[src/rtl/router_pkg.sv]
// Shared router definitions: byte format, header field positions and limits.
package router_pkg;

    localparam int BYTE_W      = 8;
    localparam int ADDR_LSB    = 0;
    localparam int ADDR_MSB    = 1;
    localparam int LEN_LSB     = 2;
    localparam int LEN_MSB     = 7;
    localparam int MAX_PAYLOAD = 63;
    localparam int PKT_CNT_W   = 7;

    // A header announces its payload length; the parity byte adds one more read.
    function automatic logic [PKT_CNT_W-1:0] pkt_len_load(input logic [BYTE_W-1:0] hdr);
        return {1'b0, hdr[LEN_MSB:LEN_LSB]} + 7'd1;
    endfunction

endpackage

[src/rtl/router_fifo_if.sv]
// Write/read handshake bundle between the register stage, one output FIFO and its client.
// Status ports (ROUTER_FIFO_STATUS_EN) are plain ports on router_fifo, not part of this bundle.
interface router_fifo_if
    import router_pkg::*;
#(
    parameter int WIDTH = BYTE_W
);
    logic             write_enb;
    logic             read_enb;
    logic             lfd_state;
    logic [WIDTH-1:0] data_in;
    logic [WIDTH-1:0] data_out;
    logic             empty;
    logic             full;
    logic             pkt_done;

    modport master (
        output write_enb, read_enb, lfd_state, data_in,
        input  data_out, empty, full, pkt_done
    );

    modport slave (
        input  write_enb, read_enb, lfd_state, data_in,
        output data_out, empty, full, pkt_done
    );
endinterface

[src/rtl/router_fifo_mem.sv]
// Storage array for router_fifo: synchronous write, asynchronous read.
module router_fifo_mem #(
    parameter int DEPTH = 16,
    parameter int DW    = 9,
    localparam int AW   = $clog2(DEPTH)
) (
    input  logic          clock,
    input  logic          wr_en,
    input  logic [AW-1:0] wr_addr,
    input  logic [DW-1:0] wr_data,
    input  logic [AW-1:0] rd_addr,
    output logic [DW-1:0] rd_data
);
    logic [DW-1:0] mem_reg [DEPTH];

    always_ff @(posedge clock) begin
        if (wr_en) begin
            mem_reg[wr_addr] <= wr_data;
        end
    end

    assign rd_data = mem_reg[rd_addr];
endmodule

[src/rtl/router_fifo.sv]
// Per-port router output FIFO with header-tagged entries and read-side packet tracking.
// Optional ROUTER_FIFO_STATUS_EN adds occupancy count and sticky overflow outputs.
module router_fifo
    import router_pkg::*;
#(
    parameter int DEPTH = 16,
    parameter int WIDTH = BYTE_W,
    localparam int AW   = $clog2(DEPTH),
    localparam int PW   = AW + 1
) (
    input  logic          clock,
    input  logic          reset,
    input  logic          soft_reset,
    router_fifo_if.slave  bus
`ifdef ROUTER_FIFO_STATUS_EN
    ,
    output logic [PW-1:0] count,
    output logic          overflow
`endif
);
    logic [PW-1:0]        wr_ptr_reg, rd_ptr_reg;
    logic [PKT_CNT_W-1:0] pkt_cnt_reg, pkt_cnt_next;
    logic [WIDTH-1:0]     data_out_reg, data_out_next;
    logic                 pkt_done_reg, pkt_done_next;
    logic                 empty_w, full_w, wr_acc, rd_acc;
    logic [WIDTH:0]       rd_entry;
    logic                 rd_tag;
    logic [WIDTH-1:0]     rd_byte;

    assign empty_w = (wr_ptr_reg == rd_ptr_reg);
    assign full_w  = (wr_ptr_reg[AW-1:0] == rd_ptr_reg[AW-1:0]) &&
                     (wr_ptr_reg[AW] != rd_ptr_reg[AW]);
    assign wr_acc  = bus.write_enb && !full_w;
    assign rd_acc  = bus.read_enb && !empty_w;

    router_fifo_mem #(
        .DEPTH (DEPTH),
        .DW    (WIDTH + 1)
    ) u_mem (
        .clock   (clock),
        .wr_en   (wr_acc && !soft_reset),
        .wr_addr (wr_ptr_reg[AW-1:0]),
        .wr_data ({bus.lfd_state, bus.data_in}),
        .rd_addr (rd_ptr_reg[AW-1:0]),
        .rd_data (rd_entry)
    );

    assign rd_tag  = rd_entry[WIDTH];
    assign rd_byte = rd_entry[WIDTH-1:0];

    always_comb begin
        pkt_cnt_next  = pkt_cnt_reg;
        pkt_done_next = 1'b0;
        data_out_next = data_out_reg;
        if (rd_acc) begin
            data_out_next = rd_byte;
            if (rd_tag) begin
                pkt_cnt_next = pkt_len_load(rd_byte);
            end else if (pkt_cnt_reg != '0) begin
                pkt_cnt_next  = pkt_cnt_reg - 1'b1;
                pkt_done_next = (pkt_cnt_reg == 7'd1);
            end
        end else if (pkt_done_reg) begin
            // Bus idles to zero once the parity byte has been consumed.
            data_out_next = '0;
        end
    end

    always_ff @(posedge clock or posedge reset) begin
        if (reset) begin
            wr_ptr_reg   <= '0;
            rd_ptr_reg   <= '0;
            pkt_cnt_reg  <= '0;
            data_out_reg <= '0;
            pkt_done_reg <= 1'b0;
        end else if (soft_reset) begin
            wr_ptr_reg   <= '0;
            rd_ptr_reg   <= '0;
            pkt_cnt_reg  <= '0;
            data_out_reg <= '0;
            pkt_done_reg <= 1'b0;
        end else begin
            if (wr_acc) wr_ptr_reg <= wr_ptr_reg + 1'b1;
            if (rd_acc) rd_ptr_reg <= rd_ptr_reg + 1'b1;
            pkt_cnt_reg  <= pkt_cnt_next;
            data_out_reg <= data_out_next;
            pkt_done_reg <= pkt_done_next;
        end
    end

    assign bus.data_out = data_out_reg;
    assign bus.pkt_done = pkt_done_reg;
    assign bus.empty    = empty_w;
    assign bus.full     = full_w;

`ifdef ROUTER_FIFO_STATUS_EN
    logic overflow_reg;

    assign count    = wr_ptr_reg - rd_ptr_reg;
    assign overflow = overflow_reg;

    always_ff @(posedge clock or posedge reset) begin
        if (reset) begin
            overflow_reg <= 1'b0;
        end else if (soft_reset) begin
            overflow_reg <= 1'b0;
        end else if (bus.write_enb && full_w && !rd_acc) begin
            overflow_reg <= 1'b1;
        end
    end
`endif
endmodule

[src/flat_wrapper.sv]
// flat-port wrapper written by rule: the top's interface ports become plain ports
module router_fifo_flat import router_pkg::*;
#(
    parameter int DEPTH = 16,
    parameter int WIDTH = BYTE_W,
    localparam int AW   = $clog2(DEPTH),
    localparam int PW   = AW + 1
)
  (clock, reset, soft_reset, bus_write_enb, bus_read_enb, bus_lfd_state, bus_data_in, bus_data_out, bus_empty, bus_full, bus_pkt_done);
  router_fifo_if #(.WIDTH(WIDTH)) bus_i ();
  input  logic clock;
  input  logic reset;
  input  logic soft_reset;
  input wire logic [$bits(bus_i.write_enb)-1:0] bus_write_enb;
  input wire logic [$bits(bus_i.read_enb)-1:0] bus_read_enb;
  input wire logic [$bits(bus_i.lfd_state)-1:0] bus_lfd_state;
  input wire logic [$bits(bus_i.data_in)-1:0] bus_data_in;
  output wire logic [$bits(bus_i.data_out)-1:0] bus_data_out;
  output wire logic [$bits(bus_i.empty)-1:0] bus_empty;
  output wire logic [$bits(bus_i.full)-1:0] bus_full;
  output wire logic [$bits(bus_i.pkt_done)-1:0] bus_pkt_done;
  assign bus_i.write_enb = bus_write_enb;
  assign bus_i.read_enb = bus_read_enb;
  assign bus_i.lfd_state = bus_lfd_state;
  assign bus_i.data_in = bus_data_in;
  assign bus_data_out = bus_i.data_out;
  assign bus_empty = bus_i.empty;
  assign bus_full = bus_i.full;
  assign bus_pkt_done = bus_i.pkt_done;
  router_fifo #(.DEPTH(DEPTH), .WIDTH(WIDTH)) u_core (.clock(clock), .reset(reset), .soft_reset(soft_reset), .bus(bus_i));
endmodule
[config.mk]
export PLATFORM = sky130hd
export DESIGN_NAME = router_fifo_flat
export DESIGN_NICKNAME = d
export VERILOG_FILES = /design/src/rtl/router_pkg.sv /design/src/rtl/router_fifo_if.sv /design/src/rtl/router_fifo_mem.sv /design/src/rtl/router_fifo.sv /design/src/flat_wrapper.sv
export SDC_FILE = /design/constraint.sdc
export NUM_CORES = 1
export LEC_CHECK = 0
export CAP_MARGIN = 20
export CORE_ASPECT_RATIO = 1.75
export CORE_MARGIN = 3
export CORE_UTILIZATION = 45
export CTS_BUF_LIST = sky130_fd_sc_hd__clkbuf_8
export DETAILED_ROUTE_END_ITERATION = 16
export GPL_TIMING_DRIVEN = 1
export PLACE_DENSITY = 0.65
export SLEW_MARGIN = 20
export SYNTH_ARGS = -nofsm -noshare
export SYNTH_HDL_FRONTEND = slang
export SYNTH_SLANG_ARGS = --single-unit
[constraint.sdc]
create_clock -name clock -period 2.9 [get_ports clock]
set_clock_uncertainty 0.15 [all_clocks]
set_input_delay 0.29 -clock clock [delete_from_list [all_inputs] [get_ports clock]]
set_output_delay 0.29 -clock clock [all_outputs]
set_load 0.01 [all_outputs]
# Yosys cells after proc, flatten, opt, wreduce, memory -nomap -nowiden
# Memories as Yosys holds them, arrays and structs flattened.
# Cells that the tools add are included.
[totals]
reg_bits = 26
mem_bits_rw = 144
in_bits = 14
out_inout_bits = 11
word_cells = 44
memories = 1
[op_classes]
n_addsub = 4
n_eq_ne = 4
n_mux = 17
reduce_logical = 13
[mem_list]
columns = ["name", "words", "width", "read_ports", "rd_clocked_by_memory_dff", "write_ports", "line", "text"]
rows = [
  ["u_core.u_mem.mem_reg", 16, 9, 1, 0, 1, "router_fifo_mem.sv:14", "logic [DW-1:0] mem_reg [DEPTH];"],
]
[ops]
columns = ["operator", "n"]
rows = [
  ["7-bit two-way mux", 4],
  ["8-bit two-way mux", 3],
  ["5-bit two-way mux", 4],
  ["5-bit by 1-bit adder with 5-bit output (second input constant)", 2],
  ["6-bit by 1-bit adder with 7-bit output (second input constant)", 1],
  ["7-bit by 1-bit equality test with 1-bit output (second input constant)", 1],
  ["7-bit nonzero test", 1],
  ["7-bit by 1-bit subtractor with 7-bit output (second input constant)", 1],
  ["1-bit two-way mux", 6],
  ["3-bit nonzero test", 2],
  ["5-bit equality test", 1],
  ["4-bit equality test", 1],
  ["1-bit logical AND", 4],
  ["2-bit nonzero test", 2],
  ["1-bit zero test", 3],
  ["2-bit AND reduction", 1],
  ["1-bit inequality test", 1],
]

# Longest topological paths before layout
[logic_depth]
word_depth = 7
depth_mapped = 9

# Hierarchy
# A second synthesis with hierarchy kept.
[unflattened]
hier_cells = 412
area_unflattened_um2 = 7169.4
[by_module_without_submodules]
columns = ["module", "instances", "cells_per_inst", "area_per_inst_um2", "seq_area_each_um2"]
rows = [
  ["router_fifo_mem", 1, 245, 5600.4, 4324.1],
  ["router_fifo", 1, 167, 1569.0, 650.6],
]

# Worst setup path before layout
# OpenSTA, ideal clock, no wires.
[synth_path]
kind = "flip-flop to flip-flop"
from = "register u_core.rd_ptr_reg[2]"
to = "memory u_core.u_mem.mem_reg[0][0] (enable)"
t_arrival_ns = 1.940
t_required_ns = 2.376
slack_ns = 0.436
stages_incl_launch_ff = 8
n_path_buf = 2
period_less_slack_ns = 2.464
cell_sequence = "dfrtp_1 buf_6 buf_4 xnor2_1 nand4_1 o21ai_1 or3_1 nor2_1"
[synth_via]
elab_chain_cells = 7
[synth_lines]
columns = ["item", "line", "text"]
rows = [
  ["start, declared", "router_fifo.sv:21", "logic [PW-1:0] wr_ptr_reg, rd_ptr_reg;"],
  ["start signal, assigned", "router_fifo.sv:84", "if (rd_acc) rd_ptr_reg <= rd_ptr_reg + 1'b1;"],
  ["4-bit equality test", "router_fifo.sv:31", "assign full_w = (wr_ptr_reg[AW-1:0] == rd_ptr_reg[AW-1:0]) &&"],
  ["1-bit logical AND", "router_fifo.sv:31", ""],
  ["1-bit zero test", "router_fifo.sv:33", "assign wr_acc = bus.write_enb && !full_w;"],
  ["1-bit logical AND", "router_fifo.sv:33", ""],
  ["1-bit logical AND", "router_fifo.sv:41", ".wr_en (wr_acc && !soft_reset),"],
  ["1-bit two-way mux", "router_fifo_mem.sv:17", "if (wr_en) begin"],
  ["1-bit two-way mux (implied by the code)", "router_fifo_mem.sv:18", "mem_reg[wr_addr] <= wr_data;"],
  ["end, declared", "router_fifo_mem.sv:14", ""],
]
# Every way passes these cells.

# Worst setup path in the final report
[layout_path]
from = "register u_core.rd_ptr_reg[2]"
to = "register u_core.pkt_cnt_reg[5]"
[layout_via]
elab_chain_cells = 5
elab_cells_between_ends = 11
cone_classes = "1 x add/sub; 1 x eq/ne; 3 x mux; 5 x reduce/logical; 1 x memory"
[layout_lines]
columns = ["item", "line", "text"]
rows = [
  ["memory 16 x 9 bit / 5-bit equality test (equally long branches)", "n/a", ""],
  ["6-bit by 1-bit adder with 7-bit output / 1-bit zero test (equally long branches)", "router_pkg.sv:14, router_fifo.sv:34", ""],
  ["7-bit two-way mux / 1-bit logical AND (equally long branches)", "router_fifo.sv:57, router_fifo.sv:34", ""],
  ["7-bit two-way mux / 2-bit nonzero test (equally long branches)", "n/a", ""],
  ["7-bit two-way mux / 2-bit AND reduction (equally long branches)", "n/a", ""],
  ["end signal, assigned", "router_fifo.sv:85", "pkt_cnt_reg <= pkt_cnt_next;"],
  ["end, declared", "router_fifo.sv:22", "logic [PKT_CNT_W-1:0] pkt_cnt_reg, pkt_cnt_next;"],
]
# Several ways; a longest one is shown, not always the timed one. The select of a mux whose other input is x is not followed.
# A chain may end at the register's enable or synchronous reset.

==> results by group <==
STA
  – Slew @ Worst Pin: ~1.1 ns
  – Fin. Hold Viols: 0
  – Slew margin rel.: 29.32%
  – Final Setup Violations: 0
  – Final Max Slew Viols: 0
  – Setup TNS: 0 ns
  – Final WS setup: about 0.23 ns
  – Final min period: 2.669 ns
  – Max frequency: 374.7 MHz
  – RSZ-0062 raised after global routing: no
  – Period Utilization, post-route: 92.03%

Cells and area
  – Layout cell share with drive strength beyond 1: 24.18%
  – Max reg flops: 144
  – # diodes: 0
  – Sequential Area: 0.004976 sq mm
  – Multi-input gate area: 0.002032 sq mm
  – Fillers: 1238
  – Most common cell after layout, fill and taps aside: edfxtp_1
  – Final #Nets: 498
  – Most frequent cells in the layout: edfxtp_1 (144), buf_4 (40), mux4_2 (36)
  – Area grow syn2layout: 14.78%
  – Post-layout util: a little over half

Critical path
  – Reg2reg end: u_core.pkt_cnt_reg[5]$_DFFE_PP0P_
  – Worst flop-to-flop path startpoint: u_core.rd_ptr_reg[2]$_DFFE_PP0P_
  – CP Capture Type: flip-flop
  – Biggest cell delay along the critical path: 0.58 ns
  – CP Launch Type: flip-flop
  – Crit path top cell by count: mux2i_1
  – CP max-delay cell: dfrtp_1
  – Worst-path cell chain: buf_4 > mux4_2 > mux2i_1 > mux2i_1 > nand3_1 > o2111ai_1 > o211ai_2
  – R2r setup slk: 0.23 ns
  – Critical path arrival: 2.83 ns
  – Crit path kind: reg -> reg
  – Required time worst endpoint: 3.06 ns
  – Crit-path max FO: 16
  – Worst Reg2Reg Path Length in Cells: 7

Detailed routing
  – Drt total wl: 15.99 mm
  – DRT Pass-1 Iters: 5
  – DR WL/cell: 23.72 microns
  – Drt first-iter violations: 215
  – Remaining antenna violation count: 0
  – Drt drc: 0
  – Routed via count: 3861
  – Via-to-Cell Ratio: 5.728

Job
  – Max-cap viol count: 0

Yosys
  – Synth Instances: 409
  – Synth warn: 0
  – Count of cell types in the netlist: 49
  – Mapped cell area: ~0.007 sq mm
  – Synthesized Nets: 432
  – Post-synth EDFFs: 144
  – Post-synth ARST share: around 15%
  – Seq/Total Area, Yosys: 69.72%
  – Most used DFF post-synth: edfxtp_1
  – Yosys reg bits: 170
  – Mean Syn Cell Area: about 17 sq um

Floorplan
  – Die height: 172.6 microns
  – Core Rows: 60
  – Core Footprint: 0.01546 sq mm
  – Starting Density: 46.14%
  – Boundary Pins: 25
  – Die area: 0.01746 sq mm
  – Die Width: 101.2 microns

Global routing
  – Largest net degree at the start of global routing: 31
  – Global-route wire length before repair: ~25 mm
  – Initial antenna violation count: 0
  – GR Overflow Total: 0
  – All-Layer GR Usage: between 10% and 20%
  – Vias in the first global route: 4285

CTS
  – H-tree depth: 4
  – CTS sink cnt: 170
  – Clk pin slew, worst setup/hold paths: 0.10 ns
  – Post-CTS Setup Repair Bufs: 0
  – Worst-Skew Late Latency: 0.45 ns
  – PostCTS Resize Cnt: 0
  – CTS Root Cell: clkbuf_8
  – TritonCTS clock tree: done
  – CTS Hold Bufs: 0
  – CTS Buffer Depth: 2
  – Num CTS Buffers: 17

Placement
  – RePlAce Congestion: 0.8669
  – Port-buffer cells: 24
  – Pre-CTS WS: 0.2131 ns
  – DP HPWL: about 12 mm

Pwr
  – Pwr per Cell Area: about 660 mW/mm^2
  – Final Power: ~5.4 mW
  – Combinational power share: 19.3%
  – P_leak: 2.785 nW
  – Sw power: 1.547 mW
  – Internal power: 3.824 mW
  – Clock power share: 29.0%
  – Sequential share of power: 51.7%
  – Max VDD drop: a little over 0.3 mV
  – Switching share of total power: 28.81%

Status
  – Status: finished, final reports clean

Hold path
  – Worst hold path type: in -> async
-- metal layers --
metal	wire length (microns)	GRT usage (%)
met5	0	0
met3	530	3.714
met2	9517	36.37
met4	751	9.373
met1	5189	19.64
-- critical path, delay by kind of cell, from the launching register on --
family                 cells  cell delay (ns)
flip-flops                 1             0.58
AND/OR/NAND/NOR            1             0.21
multiplexers               3             0.74
AO/OA/AOI/OAI              2             0.51
buffers and inverters      1             0.34
-- cell type report --
| cell class | instances | share of cell area [%] |
|---|---|---|
| sequential | 170 | 60.75 |
| multi-input combinational | 213 | 24.81 |
| timing repair buffer | 65 | 6.844 |
| clock buffer | 17 | 2.857 |
| tap | 186 | 2.841 |
| clock inverter | 15 | 1.528 |
| inverter | 8 | 0.3666 |
-- how the worst max path moves through the flow --
stage / end / depth (start not counted) / startpoint / slack (ns)
after CTS: u_core.u_mem.mem_reg[10][0]$_DFFE_PP_ / 6 / u_core.rd_ptr_reg[2]$_DFFE_PP0P_ / 0.19
after global routing: u_core.pkt_cnt_reg[5]$_DFFE_PP0P_ / 7 / u_core.rd_ptr_reg[2]$_DFFE_PP0P_ / 0.03
after global placement: u_core.u_mem.mem_reg[11][0]$_DFFE_PP_ / 6 / u_core.rd_ptr_reg[2]$_DFFE_PP0P_ / 0.26
after detailed placement: u_core.u_mem.mem_reg[10][5]$_DFFE_PP_ / 6 / u_core.rd_ptr_reg[2]$_DFFE_PP0P_ / 0.21
final: u_core.pkt_cnt_reg[5]$_DFFE_PP0P_ / 7 / u_core.rd_ptr_reg[2]$_DFFE_PP0P_ / 0.23
after floorplan: u_core.u_mem.mem_reg[0][0]$_DFFE_PP_ / 7 / u_core.rd_ptr_reg[2]$_DFFE_PP0P_ / 0.44
-- power groups by stage --
stage	combinational [mW]	sequential, mW	clock (mW)
after global routing	1.13	2.79	1.68
after floorplan	0.682	2.82	0
final	1.04	2.78	1.56
after CTS	1.06	2.78	1.58
after global placement	1.04	2.83	0
after detailed placement	1.05	2.83	0
-- kinds of logic (layout without fill, tap and decap cells) --
kind of cell / Yosys count / after routing / synth area share [%]
AOI/OAI and AO/OA: 44 / 44 / 4.401
DFF: 170 / 170 / 69.72
adders and majority gates: 9 / 9 / 1.578
xor gates and xnor gates: 17 / 17 / 2.087
buffers and inverters: 26 / 105 / 1.806
muxes: 46 / 46 / 13.45
and+or+nand+nor: 97 / 97 / 6.961
-- stage by stage --
step	cells	hold slack [ns]	cell area [sq um]
2_1_floorplan	409	0.1800	7136
3_3_place_gp	641	0.3897	7824
3_5_place_dp	641	0.3941	7824
4_1_cts	673	0.05322	8183
5_1_grt	674	0.06879	8190
6_report	674	0.04633	8190
-- Yosys cell counts (all sizes together) (8+ instances only) --
master	instances	share of area, %
dfrtp	26	9.1
buf	13	1.1
mux4	39	12
a21oi	12	0.89
edfxtp	144	61
ha	9	1.6
xnor2	8	0.98
nand3b	12	1.3
xor2	9	1.1
nor2	33	1.7
nand2	26	1.4
inv	8	0.42
a22oi	8	0.84
Power figures use the tool's default switching activity.
